## src/rtl/sd_sector_responder.sv

```systemverilog
// Device-side responder for the hps_io sector handshake. Each sector request is served
// by streaming 256 words between the core's sector buffer and a word-addressed store.
module sd_sector_responder #(
    parameter int unsigned LBA_BITS = 15,
    parameter int unsigned WORDS    = 256
) (
    input  logic                  clk_sys,
    input  logic                  reset_n,
    input  logic [31:0]           sd_lba,
    input  logic                  sd_rd,
    input  logic                  sd_wr,
    output logic                  sd_ack,
    output logic [7:0]            sd_buff_addr,
    output logic [15:0]           sd_buff_dout,
    input  logic [15:0]           sd_buff_din,
    output logic                  sd_buff_wr,
    output logic [LBA_BITS+7:0]   mem_addr,
    output logic                  mem_rd,
    output logic                  mem_wr,
    output logic [15:0]           mem_wdata,
    input  logic [15:0]           mem_rdata,
    input  logic                  mem_ready,
    output logic                  busy
);

    localparam int unsigned IDX_W  = 8;
    localparam int unsigned DATA_W = 16;
    localparam logic [IDX_W-1:0] LAST_IDX = IDX_W'(WORDS - 1);

    typedef enum logic [2:0] {
        S_IDLE,
        S_RD_REQ,
        S_RD_PUT,
        S_WR_ADDR,
        S_WR_SAMPLE,
        S_WR_WAIT,
        S_DONE
    } state_t;

    state_t                state_q, state_d;
    logic [IDX_W-1:0]      idx_q, idx_d;
    logic [LBA_BITS-1:0]   lba_q, lba_d;
    logic [DATA_W-1:0]     dout_d;
    logic [DATA_W-1:0]     wdata_d;
    logic                  ack_d;
    logic                  buff_wr_d;
    logic                  mem_rd_d;
    logic                  mem_wr_d;
    logic                  busy_d;

    // Sector number bits above LBA_BITS are deliberately dropped (address wraps).
    if (LBA_BITS < 32) begin : g_lba_hi
        logic lba_hi_unused;
        assign lba_hi_unused = |sd_lba[31:LBA_BITS];
    end

    // Next-state, datapath and next-output decode.
    always_comb begin
        state_d = state_q;
        idx_d   = idx_q;
        lba_d   = lba_q;
        dout_d  = sd_buff_dout;
        wdata_d = mem_wdata;

        case (state_q)
            S_IDLE: begin
                if (sd_rd | sd_wr) begin
                    lba_d   = sd_lba[LBA_BITS-1:0];
                    idx_d   = '0;
                    state_d = sd_rd ? S_RD_REQ : S_WR_ADDR;
                end
            end
            S_RD_REQ: begin
                if (mem_ready) begin
                    dout_d  = mem_rdata;
                    state_d = S_RD_PUT;
                end
            end
            S_RD_PUT: begin
                if (idx_q == LAST_IDX) begin
                    state_d = S_DONE;
                end else begin
                    idx_d   = idx_q + IDX_W'(1);
                    state_d = S_RD_REQ;
                end
            end
            S_WR_ADDR: begin
                state_d = S_WR_SAMPLE;
            end
            S_WR_SAMPLE: begin
                // Buffer read data arrives one cycle after the address was presented.
                wdata_d = sd_buff_din;
                state_d = S_WR_WAIT;
            end
            S_WR_WAIT: begin
                if (mem_ready) begin
                    if (idx_q == LAST_IDX) begin
                        state_d = S_DONE;
                    end else begin
                        idx_d   = idx_q + IDX_W'(1);
                        state_d = S_WR_ADDR;
                    end
                end
            end
            S_DONE: begin
                // Hold off until the initiator has withdrawn both requests.
                if (!sd_rd && !sd_wr) begin
                    state_d = S_IDLE;
                end
            end
            default: begin
                state_d = S_IDLE;
            end
        endcase

        ack_d     = (state_d != S_IDLE) && (state_d != S_DONE);
        buff_wr_d = (state_d == S_RD_PUT);
        mem_rd_d  = (state_d == S_RD_REQ);
        mem_wr_d  = (state_d == S_WR_WAIT);
        busy_d    = (state_d != S_IDLE);
    end

    // State, datapath and output registers.
    always_ff @(posedge clk_sys or negedge reset_n) begin
        if (!reset_n) begin
            state_q      <= S_IDLE;
            idx_q        <= '0;
            lba_q        <= '0;
            sd_buff_dout <= '0;
            mem_wdata    <= '0;
            sd_ack       <= 1'b0;
            sd_buff_wr   <= 1'b0;
            mem_rd       <= 1'b0;
            mem_wr       <= 1'b0;
            busy         <= 1'b0;
        end else begin
            state_q      <= state_d;
            idx_q        <= idx_d;
            lba_q        <= lba_d;
            sd_buff_dout <= dout_d;
            mem_wdata    <= wdata_d;
            sd_ack       <= ack_d;
            sd_buff_wr   <= buff_wr_d;
            mem_rd       <= mem_rd_d;
            mem_wr       <= mem_wr_d;
            busy         <= busy_d;
        end
    end

    assign sd_buff_addr = idx_q;
    assign mem_addr     = {lba_q, idx_q};

endmodule
```

## config.mk

```make
export PLATFORM = sky130hd
export DESIGN_NAME = sd_sector_responder
export DESIGN_NICKNAME = d
export VERILOG_FILES = /design/src/rtl/sd_sector_responder.sv
export SDC_FILE = /design/constraint.sdc
export NUM_CORES = 1
export LEC_CHECK = 0
export CORE_ASPECT_RATIO = 0.9
export CORE_MARGIN = 2
export CORE_UTILIZATION = 30
export DETAILED_ROUTE_END_ITERATION = 12
export PLACE_DENSITY = 0.67
export SLEW_MARGIN = 20
export SYNTH_ARGS = -nofsm -noshare
export SYNTH_HDL_FRONTEND = slang
export SYNTH_SLANG_ARGS = --single-unit
export TNS_END_PERCENT = 1
```

## constraint.sdc

```tcl
create_clock -name clk_sys -period 5.2 [get_ports clk_sys]
set_input_delay 0.78 -clock clk_sys [delete_from_list [all_inputs] [get_ports clk_sys]]
set_output_delay 0.78 -clock clk_sys [all_outputs]
set_load 0.005 [all_outputs]
```

==> impl_metrics.py <==
metrics = {
    "critical_path": {
        "critPathCaptureType": "flop",
        "path_cells": "clkdlybuf4s50_1 -> nor2_1 -> or4_1 -> mux2_1",
        "critPathMaxFanout": 18,
        "cp_data_required_time_ns": 5.41,
        "cp_num_buf_inv": 1,
        "criticalPathCategory": "input pin to flop",
        "crit_arrival_ns": 2.71,
        "path_delay_family": "simple AND/OR/NAND/NOR gates",
        "cp-start-kind": "input pin",
        "max_stage_delay_ns": 0.83,
        "cp_slowest_cell": "or4_1",
    },
    "timing": {
        "rsz0062_at_grt": "no",
        "relSlewSlack": 0.4161,
        "fin_ws_ns": 2.698,
        "fin_crit_sh": 0.4811,
        "setup_tns_ns": 0,
        "hold_viol_final": 0,
        "setup_viol": 0,
        "tightest_slew_ns": 0.8758,
        "fmax_mhz": 399.7,
        "timing.hold.ws_ns": 0.4933,
        "period_minus_slack_ns": 2.502,
        "finalClockSkew_ns": 0.006366,
        "maxSlewViolCount": 0,
    },
    "clocking": {
        "h-tree-depth": 3,
        "clock_latency_ns": 0.33,
        "cts.sinks": 63,
        "cts.clk_slew.worst_paths_ns": 0.07,
        "cts_buffers": 9,
        "cts-root-buf": "clkbuf_8",
        "cts_setup_buffers": 0,
        "cts_buffer_depth": 2,
        "cts_resized": 0,
        "tritoncts": "built",
        "hold_buffers": 0,
    },
    "logic_synthesis": {
        "netlist-cell-type-count": 40,
        "synth_edf_count": 0,
        "synth_seq_cells": 63,
        "synth_nets": 275,
        "synthCells": 205,
        "syn-mean-instance-area_um2": 13.29,
        "synth.area.top_cells": "dfrtp_1 (58%), mux2_2 (17%), mux2_1 (3.3%)",
        "netlist_area_mm2": 0.002725,
        "synth_top_area_frac": 0.5785,
        "ys_warn_count": 0,
        "seq_area_frac_synth": 0.5785,
        "synth_top_area_cell": "dfrtp_1",
        "async_flop_share": 1.000,
        "synth_ff_type": "dfrtp_1",
    },
    "place": {
        "dp_slack_ns": 2.302,
        "place.gp.congestion": 0.8021,
        "place_hpwl_um": 4364,
        "io_buffers": 119,
    },
    "grt": {
        "grt_pass1_wl_um": 9991,
        "grt_pass1_vias": 2015,
        "grt_max_degree": 64,
        "track_usage": 0.1307,
        "antenna_found_initial": 0,
        "grt_overflow": 0,
    },
    "routing": {
        "first_pass_iters": 4,
        "drt-total-wl_um": 6230,
        "drc": 0,
        "ant_nets": 0,
        "vias_per_cell": 4.590,
        "drt_iter0_drc": 41,
        "vias": 2038,
        "wl_per_cell_um": 14.03,
    },
    "final_layout": {
        "utilization": 0.4770,
        "n_fill_cell": 820,
        "nNetsFinal": 390,
        "drive_gt1_frac": 0.1877,
        "num_antenna_cells": 0,
        "areaGrowthSynthToFinish_pct": 52.07,
    },
    "die": {
        "die_x_um": 104.5,
        "dieArea_mm2": 0.009863,
        "boundaryPins": 137,
        "coreArea_mm2": 0.008688,
        "die_y_um": 94.42,
        "row_count": 32,
        "start_util": 0.3137,
    },
    "run": {
        "cap_violations": 0,
    },
    "worst_hold_path": {
        "hp-class": "flop to flop",
    },
    "run_status": {
        "outcome": "finished, final reports clean",
    },
    "pwr": {
        "ir_drop_v": 0.0002771,
        "p_leak_nw": 1.683,
        "finalPower_mw": 2.242,
        "power_density_mw_per_mm2": 541.1,
    },
}
[worst paths after layout]
| path | start | end | slack (ns) | cells after the start |
|---|---|---|---|---|
| setup / recovery | sd_wr | lba_q[13]$_DFFE_PN0P_ | 2.70 | 4 |
| hold / removal | lba_q[14]$_DFFE_PN0P_ | lba_q[14]$_DFFE_PN0P_ | 0.49 | 1 |
| setup reg to reg | state_q[0]$_DFF_PN0_ | lba_q[13]$_DFFE_PN0P_ | 3.11 | 2 |
| hold reg to reg | lba_q[14]$_DFFE_PN0P_ | lba_q[14]$_DFFE_PN0P_ | 0.49 | 1 |
| max in group asynchronous | reset_n | sd_buff_dout[0]$_DFFE_PN0P_ | 4.07 | 2 |
| min in group asynchronous | reset_n | lba_q[8]$_DFFE_PN0P_ | 0.61 | 2 |
[per-layer routing]
| metal | GRT usage | up-vias | wire [µm] |
|---|---|---|---|
| met5 | 0 | - | 0 |
| met4 | 0.04167 | 0 | 37 |
| met3 | 0.07937 | 4 | 694 |
| met2 | 0.1934 | 81 | 2872 |
| met1 | 0.1585 | 980 | 2626 |
| li1 | - | 973 | - |
[placed cells by master, fill, tap and decap left out, types with 2 or more instances in the layout]
cell type and count:
nand2_1 8, a21oi_1 9, nor4_1 2, mux2_2 40, nor3_1 4, o32a_1 2
nor2_1 7, dfrtp_1 63, mux2_1 8, o21ai_0 3, nand2b_1 4, buf_4 3
clkbuf_8 10, clkdlybuf4s50_1 118, o31ai_1 3, or4_1 4, nand3_1 4, inv_1 4
clkinvlp_4 3
[area by class of cell]
| type | instances | area, µm² | area share |
|---|---|---|---|
| flip-flops and latches | 63 | 1577 | 0.3804 |
| clock buffers | 11 | 141.4 | 0.03412 |
| inverters | 4 | 15.01 | 0.003623 |
| well taps | 119 | 148.9 | 0.03593 |
| multi-input cells | 120 | 996.0 | 0.2403 |
| clock inverters | 5 | 57.56 | 0.01389 |
| repair buffers | 122 | 1209 | 0.2917 |
[flip-flops by register name, indices dropped and copies added, names as in the netlist]
register      cells
mem_rd            1
sd_buff_wr        1
lba_q            15
sd_buff_dout     16
mem_wdata        16
sd_buff_addr      8
mem_wr            1
busy              1
state_q           3
sd_ack            1
[stage by stage]
| step | cell area [µm²] | std cells |
|---|---|---|
| floorplan | 2725 | 205 |
| global placement | 3945 | 428 |
| detailed placement | 3945 | 428 |
| CTS | 4144 | 444 |
| global route | 4144 | 444 |
| finish | 4144 | 444 |
[Yosys cell counts, types with 5 or more instances]
cell,instances
buf_2,5
nor2_1,7
buf_4,9
mux2_1,8
a21oi_1,9
dfrtp_1,63
nand2_1,8
mux2_2,40
[power by group]
group / switching [mW] / leakage, nW / internal [mW]
combinational: 0.326 / 0.827 / 0.640
sequential: 0.138 / 0.764 / 0.714
clock: 0.190 / 0.0916 / 0.234
[kinds of logic (layout without fill, tap and decap cells)]
| kind of cell | count (synthesis) | after routing | synth area share |
|---|---|---|---|
| simple gates | 44 | 44 | 0.09184 |
| compound gates | 26 | 26 | 0.06704 |
| buf+inv | 22 | 142 | 0.05601 |
| flops | 63 | 63 | 0.5785 |
| mux | 49 | 49 | 0.2020 |
| fa+ha+maj | 1 | 1 | 0.004591 |
[worst reg2reg max path, cell delays in order, from the launching register on]
cell and delay [ns]:
dfrtp_1 0.50, or4_1 0.99, mux2_1 0.48
No activity file was read; power rests on OpenSTA's default activity.
